$ cat src/rtl/bcd_cascade_ctrl.sv
// bcd_cascade_ctrl: sequences NDIG single-digit BCD counters into one
// multi-digit up/down counter. It loads presets one digit per cycle and
// builds the ripple-free enable chain from the digit values. It also
// handles run/pause and pulses DONE (down count exhausted) or OVF (up wrap).
// Optional build macro: BCD_CASCADE_SATURATE_EN. When it is defined, an up
// count that reaches all-9s holds there and halts instead of wrapping.
module bcd_cascade_ctrl #(
  parameter int unsigned NDIG = 4
) (
  input  logic              CLK,
  input  logic              CLR,
  input  logic              START,
  input  logic              STOP,
  input  logic              DIR,
  input  logic              TICK,
  input  logic              PRESET_VALID,
  output logic              PRESET_READY,
  input  logic [4*NDIG-1:0] PRESET,
  input  logic [4*NDIG-1:0] CNT_Q,
  output logic [NDIG-1:0]   CNT_ENABLE,
  output logic [NDIG-1:0]   CNT_LOAD,
  output logic              CNT_UP,
  output logic [3:0]        CNT_D,
  output logic              CNT_CLR,
  output logic              RUNNING,
  output logic              DONE,
  output logic              OVF
);

  localparam int unsigned DW = 4 * NDIG;
  localparam int unsigned IW = (NDIG > 1) ? $clog2(NDIG) : 1;
  localparam logic [IW-1:0] LAST_IDX = IW'(NDIG - 1);

  typedef enum logic [1:0] {
    ST_IDLE = 2'd0,
    ST_LOAD = 2'd1,
    ST_RUN  = 2'd2,
    ST_HALT = 2'd3
  } state_e;

  state_e          state_q, state_d;
  state_e          ret_q, ret_d;
  logic            dir_q, dir_d;
  logic [IW-1:0]   idx_q, idx_d;
  logic [DW-1:0]   preset_q, preset_d;
  logic            done_q, done_d;
  logic            ovf_q, ovf_d;

  logic [NDIG-1:0] chain_en_c;
  logic            all_match_c;

  // Enable chain: digit i steps only when every lower digit sits at its rollover value
  always_comb begin
    logic run_ok;
    run_ok     = 1'b1;
    chain_en_c = '0;
    for (int i = 0; i < NDIG; i++) begin
      chain_en_c[i] = run_ok;
      run_ok        = run_ok & (CNT_Q[4*i +: 4] == (dir_q ? 4'd9 : 4'd0));
    end
    all_match_c = run_ok;
  end

  // Next-state and output decode
  always_comb begin
    state_d      = state_q;
    ret_d        = ret_q;
    dir_d        = dir_q;
    idx_d        = idx_q;
    preset_d     = preset_q;
    done_d       = 1'b0;
    ovf_d        = 1'b0;
    PRESET_READY = 1'b0;
    CNT_ENABLE   = '0;
    CNT_LOAD     = '0;
    CNT_UP       = 1'b0;
    CNT_D        = 4'd0;
    RUNNING      = 1'b0;

    case (state_q)
      ST_IDLE, ST_HALT: begin
        PRESET_READY = 1'b1;
        if (PRESET_VALID) begin
          preset_d = PRESET;
          idx_d    = '0;
          ret_d    = state_q;
          state_d  = ST_LOAD;
        end else if (START && (state_q == ST_IDLE || !STOP)) begin
          dir_d   = DIR;
          state_d = ST_RUN;
        end
      end

      ST_LOAD: begin
        CNT_LOAD[idx_q]   = 1'b1;
        CNT_ENABLE[idx_q] = 1'b1;
        CNT_D             = preset_q[4*idx_q +: 4];
        if (idx_q == LAST_IDX) begin
          idx_d   = '0;
          state_d = ret_q;
        end else begin
          idx_d = IW'(idx_q + 1'b1);
        end
      end

      ST_RUN: begin
        RUNNING = 1'b1;
        CNT_UP  = dir_q;
        if (STOP) begin
          state_d = ST_HALT;
        end else if (TICK) begin
          if (all_match_c && !dir_q) begin
            // Down count exhausted: hold at zero instead of borrowing to 9s
            done_d  = 1'b1;
            state_d = ST_HALT;
          end else if (all_match_c && dir_q) begin
            ovf_d = 1'b1;
`ifdef BCD_CASCADE_SATURATE_EN
            state_d = ST_HALT;
`else
            CNT_ENABLE = chain_en_c;
`endif
          end else begin
            CNT_ENABLE = chain_en_c;
          end
        end
      end

      default: state_d = ST_IDLE;
    endcase

    // Clear overrides every output, including in the middle of a load
    if (CLR) begin
      PRESET_READY = 1'b1;
      CNT_ENABLE   = '0;
      CNT_LOAD     = '0;
      CNT_UP       = 1'b0;
      CNT_D        = 4'd0;
      RUNNING      = 1'b0;
    end
  end

  assign CNT_CLR = CLR;
  assign DONE    = done_q & ~CLR;
  assign OVF     = ovf_q & ~CLR;

  // State and datapath registers with synchronous clear
  always_ff @(posedge CLK) begin
    if (CLR) begin
      state_q  <= ST_IDLE;
      ret_q    <= ST_IDLE;
      dir_q    <= 1'b1;
      idx_q    <= '0;
      preset_q <= '0;
      done_q   <= 1'b0;
      ovf_q    <= 1'b0;
    end else begin
      state_q  <= state_d;
      ret_q    <= ret_d;
      dir_q    <= dir_d;
      idx_q    <= idx_d;
      preset_q <= preset_d;
      done_q   <= done_d;
      ovf_q    <= ovf_d;
    end
  end

endmodule

$ cat config.mk
export PLATFORM = sky130hd
export DESIGN_NAME = bcd_cascade_ctrl
export DESIGN_NICKNAME = d
export VERILOG_FILES = /design/src/rtl/bcd_cascade_ctrl.sv
export SDC_FILE = /design/constraint.sdc
export NUM_CORES = 1
export LEC_CHECK = 0
export CAP_MARGIN = 20
export CORE_AREA = 2 2 59 61
export DETAILED_ROUTE_END_ITERATION = 10
export DIE_AREA = 0 0 61 63
export PLACE_DENSITY = 0.94
export SYNTH_ARGS = -nofsm -noshare
export SYNTH_HDL_FRONTEND = slang
export SYNTH_SLANG_ARGS = --single-unit
export TNS_END_PERCENT = 5
$ cat constraint.sdc
create_clock -name CLK -period 3.4 [get_ports CLK]
set_clock_uncertainty 0.1 [all_clocks]
set_input_delay 0.51 -clock CLK [delete_from_list [all_inputs] [get_ports CLK]]
set_output_delay 0.51 -clock CLK [all_outputs]
set_load 0.03 [all_outputs]
==> flow_summary.rst <==
.. list-table::
   :header-rows: 1

   * - Metric
     - Value
   * - Global-route wire length before repair
     - roughly 5600 µm
   * - Syn_nets
     - between 200 and 250
   * - Cell types with the largest area share after synthesis
     - sky130_fd_sc_hd__dfxtp_1, sky130_fd_sc_hd__nand2_1, sky130_fd_sc_hd__a21oi_1, sky130_fd_sc_hd__mux4_2, sky130_fd_sc_hd__ha_1
   * - Instance area after placement
     - a little over 2000 µm²
   * - HPWL after detailed placement
     - around 2800 µm
   * - Core Box Area
     - 3232 µm²
   * - Synth warnings
     - 0
   * - Clock latency on the worst-skew pair
     - about 310 ps
   * - Origin of the worst min-delay path
     - preset_q[3]
   * - Starting Density
     - between 40% and 50%
   * - Startpoint kind of the worst setup timing path
     - input pin
   * - WS Path Type
     - input pin to output port
   * - Post-synth design cell area
     - about 1500 µm²
   * - DR vias
     - roughly 1400
   * - Final antenna-violating net count
     - 0
   * - Setup repair bufs after CTS
     - 0
   * - Final critical-path required period
     - just under 3000 ps
   * - Via count of the first global-routing pass
     - between 1000 and 1500
   * - Per-instance average area after synthesis
     - slightly below 8 µm²
   * - Number of max-slew violations in the final report
     - 0
   * - Standard-cell row count
     - 21
   * - Final worst hold slack
     - approximately 370 ps
   * - Count of inserted antenna diode cells
     - 0
   * - Library cell occupying the most area in the post-synthesis netlist
     - sky130_fd_sc_hd__dfxtp_1
   * - Overall die area
     - about 3800 µm²
   * - Setup repair after global routing missed its margin
     - no
   * - Dominant register cell in the synthesized netlist
     - sky130_fd_sc_hd__dfxtp_1
   * - Status
     - finished, final reports clean
   * - Pre-CTS setup slack
     - around 420 ps
   * - Slew at the pin closest to its max-slew limit
     - between 600 and 700 ps
   * - Final cycle utilization of the critical path
     - a little under 90%
   * - Fraction of layout cells with a size suffix above 1
     - around 11%
   * - Post-route DRC violation count
     - 0
   * - Top-level I/O count
     - 57
   * - Nets@finish
     - about 290
   * - Detail-routed net length per standard cell
     - roughly 12 µm
   * - Number of enable flip-flop cells after synthesis
     - 0
   * - Largest fanout on the critical path
     - 4
   * - R2r startpoint
     - state_q[0]
   * - Critical path capture point type
     - output port
   * - Final WL
     - between 3000 and 4000 µm
   * - Max_slew headroom
     - between 50% and 60%
   * - Initial DRC Count
     - 29
   * - Clock transition at the registers of the reported paths
     - about 140 ps
   * - Post-Route Setup TNS
     - 0 ps
   * - Cell area power density
     - 462.6 nW/µm²
   * - Most used standard cell by instance count after synthesis
     - sky130_fd_sc_hd__nand2_1
   * - Final non-filler cell area
     - ~2100 µm²
   * - Sequential share of the synthesized area
     - around a third
   * - Die extent in x
     - 61 µm
   * - Area share of the largest cell type after synthesis
     - around a third
   * - Tightest Hold Check Type
     - flop to flop
   * - Critical path data arrival time
     - approximately 2400 ps
   * - Register bit total from synthesis
     - 25
   * - Total setup violations reported at the end of the flow
     - 0
   * - Leakage
     - slightly below 0.8 nW
   * - Total number of H-tree levels
     - 1
   * - Final hold vios
     - 0
   * - CTS tree
     - built
   * - Overall overflow remaining after global route
     - 0
   * - Clk root buf
     - sky130_fd_sc_hd__clkbuf_4
   * - Synth cell types
     - 34
   * - Largest net degree at the start of global routing
     - 19
   * - Asr flop ratio synth
     - 0%
   * - Instance count of the mapped netlist
     - between 150 and 200
   * - Timing-limited maximum frequency
     - roughly 0.34 GHz
   * - First element of the critical path
     - CNT_Q[1]
   * - Number of antenna violations at the first check in global routing
     - 0
   * - RD Place Congestion
     - around 0.77
   * - Clock tree sinks
     - 25
   * - Synth-to-layout area growth
     - 40.53%
   * - I/O Buffers
     - 56
   * - Max rail drop VDD
     - 0.2853 mV
   * - Number of hold-repair buffers added at the cts stage
     - 0
   * - Cells resized by post-CTS repair
     - 0
   * - Total Power Consumption
     - around 0.00095 W
   * - Global-route usage over all layers
     - a little under a fifth
   * - Worst Setup Slack, final
     - 421.1 ps
   * - Number of buffers inserted during clock tree synthesis
     - 3
   * - Drt pass-1 iters
     - 4
   * - Bufs on Longest Clock Path
     - 2
   * - Max-cap viol count
     - 0
   * - Die Y-Extent
     - between 60 and 70 µm
   * - Worst Path Required
     - 2790 ps
   * - Top cells by count, synth
     - sky130_fd_sc_hd__nand2_1, sky130_fd_sc_hd__dfxtp_1, sky130_fd_sc_hd__a21oi_1, sky130_fd_sc_hd__nor2_1, sky130_fd_sc_hd__and2_1
   * - DR vias/cell
     - 4.965
cell type report:
type	count	area, µm²
well taps	46	57.56
clock buffers	3	22.52
fillers	276	1171
repair buffers	59	553.0
multi-input cells	144	893.4
clock inverters	1	7.507
flip-flops and latches	25	500.5
inverters	7	26.28
power by group:
group / switching, W / internal [W] / total [W]
Combinational: 0.000238 / 0.000189 / 0.000427
Clock: 0.0000853 / 0.0000448 / 0.000130
Sequential: 0.0000459 / 0.000350 / 0.000396
Total: 0.000369 / 0.000584 / 0.000953
critical path, cell delays in order:
cell                              delay, ps
sky130_fd_sc_hd__clkdlybuf4s50_1        420
sky130_fd_sc_hd__or4_4                  560
sky130_fd_sc_hd__a2111oi_4              380
sky130_fd_sc_hd__a21o_1                 230
sky130_fd_sc_hd__o21ai_0                100
sky130_fd_sc_hd__buf_4                  170
cells in the final DEF (no fill, tap or decap), types with 3 or more instances in the layout:
cell type	n
sky130_fd_sc_hd__buf_4	15
sky130_fd_sc_hd__dfxtp_1	25
sky130_fd_sc_hd__nand3_1	7
sky130_fd_sc_hd__nand2b_1	4
sky130_fd_sc_hd__a21oi_1	23
sky130_fd_sc_hd__and2_1	8
sky130_fd_sc_hd__nand2_1	43
sky130_fd_sc_hd__nor3_1	6
sky130_fd_sc_hd__nor2_1	10
sky130_fd_sc_hd__mux4_2	4
sky130_fd_sc_hd__inv_1	7
sky130_fd_sc_hd__clkbuf_4	3
sky130_fd_sc_hd__nor2b_1	6
sky130_fd_sc_hd__ha_1	7
sky130_fd_sc_hd__o21ai_0	4
sky130_fd_sc_hd__clkdlybuf4s50_1	44
flip-flops by register name (all words and copies together) (netlist names):
name,flops
ret_q,2
dir_q,1
ovf_q,1
idx_q,2
done_q,1
preset_q,16
state_q,2
through the flow:
step	util [%]	std cells
2_1_floorplan	-	187
3_3_place_gp	62.83	281
3_5_place_dp	62.83	281
4_1_cts	63.76	285
5_1_grt	63.76	285
6_report	63.76	285
logic make-up (layout without fill, tap and decap cells):
logic type               count (synthesis)  count (layout)  synth area share [%]
AND/OR/NAND/NOR                         94              94                 31.48
AO/OA/AOI/OAI                           35              35                 14.42
flip-flops                              25              25                 34.13
buffers and inverters                   18              70                 4.950
multiplexers                             8               8                 9.045
adder cells (fa/ha/maj)                  7               7                 5.972
final timing paths:
path | end | slack, ps | cells past startpoint
hold reg to reg | preset_q[3] | 370 | 2
setup / recovery | CNT_ENABLE[2] | 420 | 6
hold / removal | preset_q[3] | 370 | 2
setup reg to reg | state_q[0] | 980 | 7
layer usage:
| metal | track usage, % | part of all wire, % | up-vias |
|---|---|---|---|
| li1 | - | - | 743 |
| met1 | 24.13 | 45 | 647 |
| met2 | 30.78 | 51 | 23 |
| met3 | 2.692 | 3.3 | 2 |
| met4 | 5.978 | 0.84 | 0 |
| met5 | 0 | 0 | - |
Power figures use the tool's default switching activity.
